<file path="config.mk">
export PLATFORM = sky130hd
export DESIGN_NAME = next_pc_predictor
export DESIGN_NICKNAME = d
export VERILOG_FILES = /design/src/rtl/next_pc_predictor.sv
export SDC_FILE = /design/constraint.sdc
export NUM_CORES = 2
export LEC_CHECK = 0
export CORE_ASPECT_RATIO = 1.1
export CORE_MARGIN = 8
export CORE_UTILIZATION = 40
export DETAILED_ROUTE_END_ITERATION = 10
export HOLD_SLACK_MARGIN = 0.03
export SYNTH_ARGS = -nofsm -noshare
export SYNTH_HDL_FRONTEND = slang
export SYNTH_SLANG_ARGS = --single-unit
</file>
<file path="constraint.sdc">
create_clock -name clk_i -period 15.26 [get_ports clk_i]
set_input_delay 2.289 -clock clk_i [delete_from_list [all_inputs] [get_ports clk_i]]
set_output_delay 2.289 -clock clk_i [all_outputs]
set_load 0.03 [all_outputs]
</file>
<file path="src/rtl/next_pc_predictor.sv">
// next_pc_predictor
//   Next-PC generation stage feeding the PC register. Holds a direct-mapped
//   branch target buffer (BTB) with a 2-bit saturating direction counter per
//   entry, predicts the successor of the current fetch PC combinationally,
//   resolves EX-stage branch outcomes (redirect + flush on mispredict) and
//   keeps resolved-branch / mispredict statistics.
//
// Ports
//   clk_i          clock
//   rst_i          asynchronous, active-high reset
//   if_pc_i        current fetch PC
//   upd_valid_i    EX resolved a branch/jump this cycle
//   upd_pc_i       PC of the resolved branch
//   upd_taken_i    actual direction
//   upd_target_i   actual taken target
//   upd_pred_npc_i next PC that was predicted for that branch
//   next_pc_o      next fetch PC (to PC register)
//   pred_taken_o   direction prediction for if_pc_i
//   flush_o        mispredict: squash IF/ID and ID/EX
//   branch_cnt_o   resolved branches since reset (wraps)
//   miss_cnt_o     mispredicts since reset (wraps)
module next_pc_predictor #(
  parameter int IDX_W = 4,
  parameter int CNT_W = 16
) (
  input  logic             clk_i,
  input  logic             rst_i,
  input  logic [31:0]      if_pc_i,
  input  logic             upd_valid_i,
  input  logic [31:0]      upd_pc_i,
  input  logic             upd_taken_i,
  input  logic [31:0]      upd_target_i,
  input  logic [31:0]      upd_pred_npc_i,
  output logic [31:0]      next_pc_o,
  output logic             pred_taken_o,
  output logic             flush_o,
  output logic [CNT_W-1:0] branch_cnt_o,
  output logic [CNT_W-1:0] miss_cnt_o
);

  localparam int ENTRIES = 1 << IDX_W;
  localparam int TAG_W   = 30 - IDX_W;

  logic [ENTRIES-1:0] r_valid;
  logic [1:0]         r_ctr    [ENTRIES];
  logic [TAG_W-1:0]   r_tag    [ENTRIES];
  logic [31:0]        r_target [ENTRIES];
  logic [CNT_W-1:0]   r_branch_cnt;
  logic [CNT_W-1:0]   r_miss_cnt;

  // Lookup side (fetch PC).
  logic [IDX_W-1:0] w_if_idx;
  logic [TAG_W-1:0] w_if_tag;
  logic             w_if_hit;
  logic [31:0]      w_pred_npc;

  assign w_if_idx     = if_pc_i[IDX_W+1:2];
  assign w_if_tag     = if_pc_i[31:IDX_W+2];
  assign w_if_hit     = r_valid[w_if_idx] && (r_tag[w_if_idx] == w_if_tag);
  assign pred_taken_o = w_if_hit && r_ctr[w_if_idx][1];
  assign w_pred_npc   = pred_taken_o ? r_target[w_if_idx] : (if_pc_i + 32'd4);

  // Resolution side (EX-stage branch).
  logic [IDX_W-1:0] w_upd_idx;
  logic [TAG_W-1:0] w_upd_tag;
  logic             w_upd_hit;
  logic [31:0]      w_act_npc;
  logic             w_mispredict;

  assign w_upd_idx    = upd_pc_i[IDX_W+1:2];
  assign w_upd_tag    = upd_pc_i[31:IDX_W+2];
  assign w_upd_hit    = r_valid[w_upd_idx] && (r_tag[w_upd_idx] == w_upd_tag);
  assign w_act_npc    = upd_taken_i ? upd_target_i : (upd_pc_i + 32'd4);
  assign w_mispredict = upd_valid_i && (w_act_npc != upd_pred_npc_i);

  // A redirect from EX always overrides the fetch-side prediction.
  always_comb begin
    // NOTE: assigning a default before any conditional keeps always_comb
    // free of inferred latches.
    next_pc_o = w_pred_npc;
    if (w_mispredict) next_pc_o = w_act_npc;
  end

  assign flush_o      = w_mispredict;
  assign branch_cnt_o = r_branch_cnt;
  assign miss_cnt_o   = r_miss_cnt;

  // Valid bits and direction counters: the only table state that needs reset.
  // Counters reset to weakly-not-taken; a fresh allocation starts weakly-taken.
  always_ff @(posedge clk_i or posedge rst_i) begin
    if (rst_i) begin
      // NOTE: sequential state uses non-blocking assignments so every
      // register samples pre-edge values regardless of statement order.
      r_valid <= '0;
      for (int i = 0; i < ENTRIES; i++) r_ctr[i] <= 2'b01;
    end else if (upd_valid_i) begin
      if (w_upd_hit) begin
        if (upd_taken_i) begin
          if (r_ctr[w_upd_idx] != 2'b11) r_ctr[w_upd_idx] <= r_ctr[w_upd_idx] + 2'd1;
        end else begin
          if (r_ctr[w_upd_idx] != 2'b00) r_ctr[w_upd_idx] <= r_ctr[w_upd_idx] - 2'd1;
        end
      end else if (upd_taken_i) begin
        r_valid[w_upd_idx] <= 1'b1;
        r_ctr[w_upd_idx]   <= 2'b10;
      end
    end
  end

  // Tag and target are qualified by the valid bit, so they carry no reset.
  // Every taken update either refreshes a hit (same tag) or allocates, so
  // both fields are written on any taken resolution.
  // NOTE: leaving wide storage without reset lets it map to plain RAM/flops
  // without a reset tree; valid gates every use of it.
  always_ff @(posedge clk_i) begin
    if (upd_valid_i && upd_taken_i) begin
      r_tag[w_upd_idx]    <= w_upd_tag;
      r_target[w_upd_idx] <= upd_target_i;
    end
  end

  always_ff @(posedge clk_i or posedge rst_i) begin
    if (rst_i) begin
      r_branch_cnt <= '0;
      r_miss_cnt   <= '0;
    end else begin
      if (upd_valid_i)  r_branch_cnt <= r_branch_cnt + 1'b1;
      if (w_mispredict) r_miss_cnt   <= r_miss_cnt + 1'b1;
    end
  end

endmodule
</file>
==> reports/metrics.csv <==
metric;value;unit
outcome;finished clean;
grt.busiest_layer;met2;
finalInstanceArea;53660;µm²
r2r_end;r_ctr[5];
hold_path_end;branch_cnt_o[15];
ant_nets;0;
cts-root-buf;clkbuf_16;
cts_tree;yes;
cp-start-kind;input pin;
timing.rr.start;r_tag[6][24];
drive_gt1_frac;0.2296;
clk_path_buf_depth;3;
row_count;131;
power.density;119.0;nW/µm²
post-route-period-util;0.6977;
num_vias;27790;
wl_per_cell;33.53;µm
worstMarginPinSlew;1.127;ns
grt_overflow_total;0;
hold_viol;0;
cts_buffers;100;
ys_top_cells_by_area;edfxtp_1, mux4_2, dfrtp_1;
synth_seq_area_share;0.6428;
die-area;127400;µm²
power.total;6.384;mW
clk_latency;0.70;ns
met1_usage;0.3079;
yosys_warnings;0;
ioPinCount;198;
grt_pass1_vias;28290;
grt.total_usage;0.2275;
routed_wl;149000;µm
fin_setup_tns;0;ns
buffer_ports.inserted;197;
worst_ep_required_time;12.97;ns
critPathKind;input pin to output pin;
syn_area_per_cell;17.76;µm²
end_kind;output pin;
crit_start;upd_pc_i[3];
placed_cells;4254;
h-tree-depth;3;
start_util;0.4018;
clock_skew;0.05915;ns
ys_types;78;
instances_no_fill;4444;
arrival;8.36;ns
post-dp-hpwl;92980;µm
post_cts_buffers;0;
grt_max_degree;82;
nNetsFinal;2968;
clock-sinks;1008;
synth_edf_count;928;
maxSlewViolCount;0;
antenna_found_initial;10;
reg2reg_depth;9;
first_iter_violations;3422;
p_leak;17.31;nW
slew_headroom;0.2450;
fp.dieH;373.6;µm
synth_common_cells;edfxtp_1, mux4_2, mux2i_1, xnor2_1, nand2_1;
dpl_worst_slack;4.739;ns
multi_input_area;15850;µm²
netlist_area;46500;µm²
hp-start;branch_cnt_o[15];
irDropWorstVdd;0.00009460;V
cts_resized;0;
synth_area_leader_cell;edfxtp_1;
synth_nets;2759;
core-area;115700;µm²
worstPathMaxFanout;46;
worst_hold_slack;0.4801;ns
die_x;341.1;µm
area.growth.synth_to_final;15.42;%
yosysMostFrequentCell;edfxtp_1;
holdBufCountCts;0;
r2r_slack;10.59;ns
rsz0062_at_grt;no;
netlist_instances;2618;
grt_util_met2;0.3597;
synth_top_area_share;0.5993;
ys.flop_type;edfxtp_1;
ys_seq_elements;1008;
finalSetupViolCount;0;
period_minus_slack;10.65;ns
grtUsageMet3;0.05501;
place_congestion;0.9625;
hp-class;flop to flop;
grt_pass1_wl;210200;µm
drc;0;
cap_viol_max_count;0;
postLayoutCoreUtil;0.4637;
holdPathStages;1;
fillers;9883;
async_reset_ff_frac;0.07937;
fmax;93.93;MHz
clk_pin_slew;0.06;ns
post-route-worst-setup-slack;4.614;ns
regArea;29890;µm²
via_per_inst;6.253;
placed_area;50300;µm²
drtPass1Iterations;6;
## power by group
group	internal (mW)	leakage (nW)	switching [mW]
clock network	1.45	1.62	1.07
logic	0.295	6.38	0.428
registers	3.08	9.31	0.0528
## placed cells by master (no fill, tap or decap), drive strengths merged, types with 24 or more instances in the layout
| master | n |
|---|---|
| edfxtp | 928 |
| mux4 | 357 |
| clkdlybuf4s50 | 188 |
| mux2i | 158 |
| clkbuf | 129 |
| xnor2 | 123 |
| nand2 | 109 |
| nor2 | 97 |
| buf | 89 |
| dfrtp | 64 |
| xor2 | 54 |
| nand3 | 53 |
| o21ai | 44 |
| mux2 | 43 |
| clkinv | 38 |
| a21oi | 37 |
| nand4 | 34 |
| a22o | 28 |
| nor3 | 25 |
| and3 | 25 |
| inv | 24 |
## cell families (layout without fill, tap and decap cells)
kind of cell | count (synthesis) | count (layout) | share of synthesized area
AO/OA/AOI/OAI | 245 | 245 | 0.03711
XOR/XNOR | 178 | 178 | 0.03383
adder cells (fa/ha/maj) | 9 | 9 | 0.002422
buffers and inverters | 193 | 484 | 0.01964
flip-flops | 1008 | 1008 | 0.6428
multiplexers | 558 | 558 | 0.2174
other | 0 | 6 | 0
AND/OR/NAND/NOR | 427 | 427 | 0.04674
## flip-flops by register name, indices dropped and copies added, names as in the netlist
| signal | cells |
|---|---|
| branch_cnt_o | 16 |
| miss_cnt_o | 16 |
| r_ctr | 32 |
| r_tag | 416 |
| r_target | 512 |
| r_valid | 16 |
## layer usage
layer	vias up	share of wire
met5	-	0.00015
met4	4	0.037
met3	293	0.10
met2	1584	0.47
met1	14750	0.39
li1	11160	-
## critical path, cell delays in order
cell and delay, ns:
buf_6 0.25, buf_4 0.50, ha_1 0.56, nand3_4 0.20, or4_1 0.78, or3_4 0.51
o21ai_1 0.09, o2111ai_1 0.13, a2111o_1 0.41, nor4_2 0.71, a21oi_4 0.29, buf_4 0.42
o21ai_0 0.35, clkdlybuf4s50_1 0.75
## worst max-delay path by stage
| stage | to | slack [ns] | cells after the start |
|---|---|---|---|
| 3_5_place_dp | next_pc_o[20] | 4.74 | 12 |
| 6_report | next_pc_o[20] | 4.61 | 14 |
| 5_1_grt | next_pc_o[20] | 4.42 | 12 |
| 3_3_place_gp | next_pc_o[25] | 4.70 | 13 |
| 2_1_floorplan | next_pc_o[11] | 6.72 | 12 |
| 4_1_cts | next_pc_o[20] | 4.71 | 12 |
## area by class of cell
cell class,count,area share
Inverter,23,0.001632
Antenna cell,6,0.0002798
Multi-Input combinational cell,1417,0.2953
Clock buffer,129,0.04922
Tap cell,1529,0.03565
Timing Repair Buffer,277,0.04784
Sequential cell,1008,0.5570
Clock inverter,55,0.01315
Power figures use the tool's default switching activity.
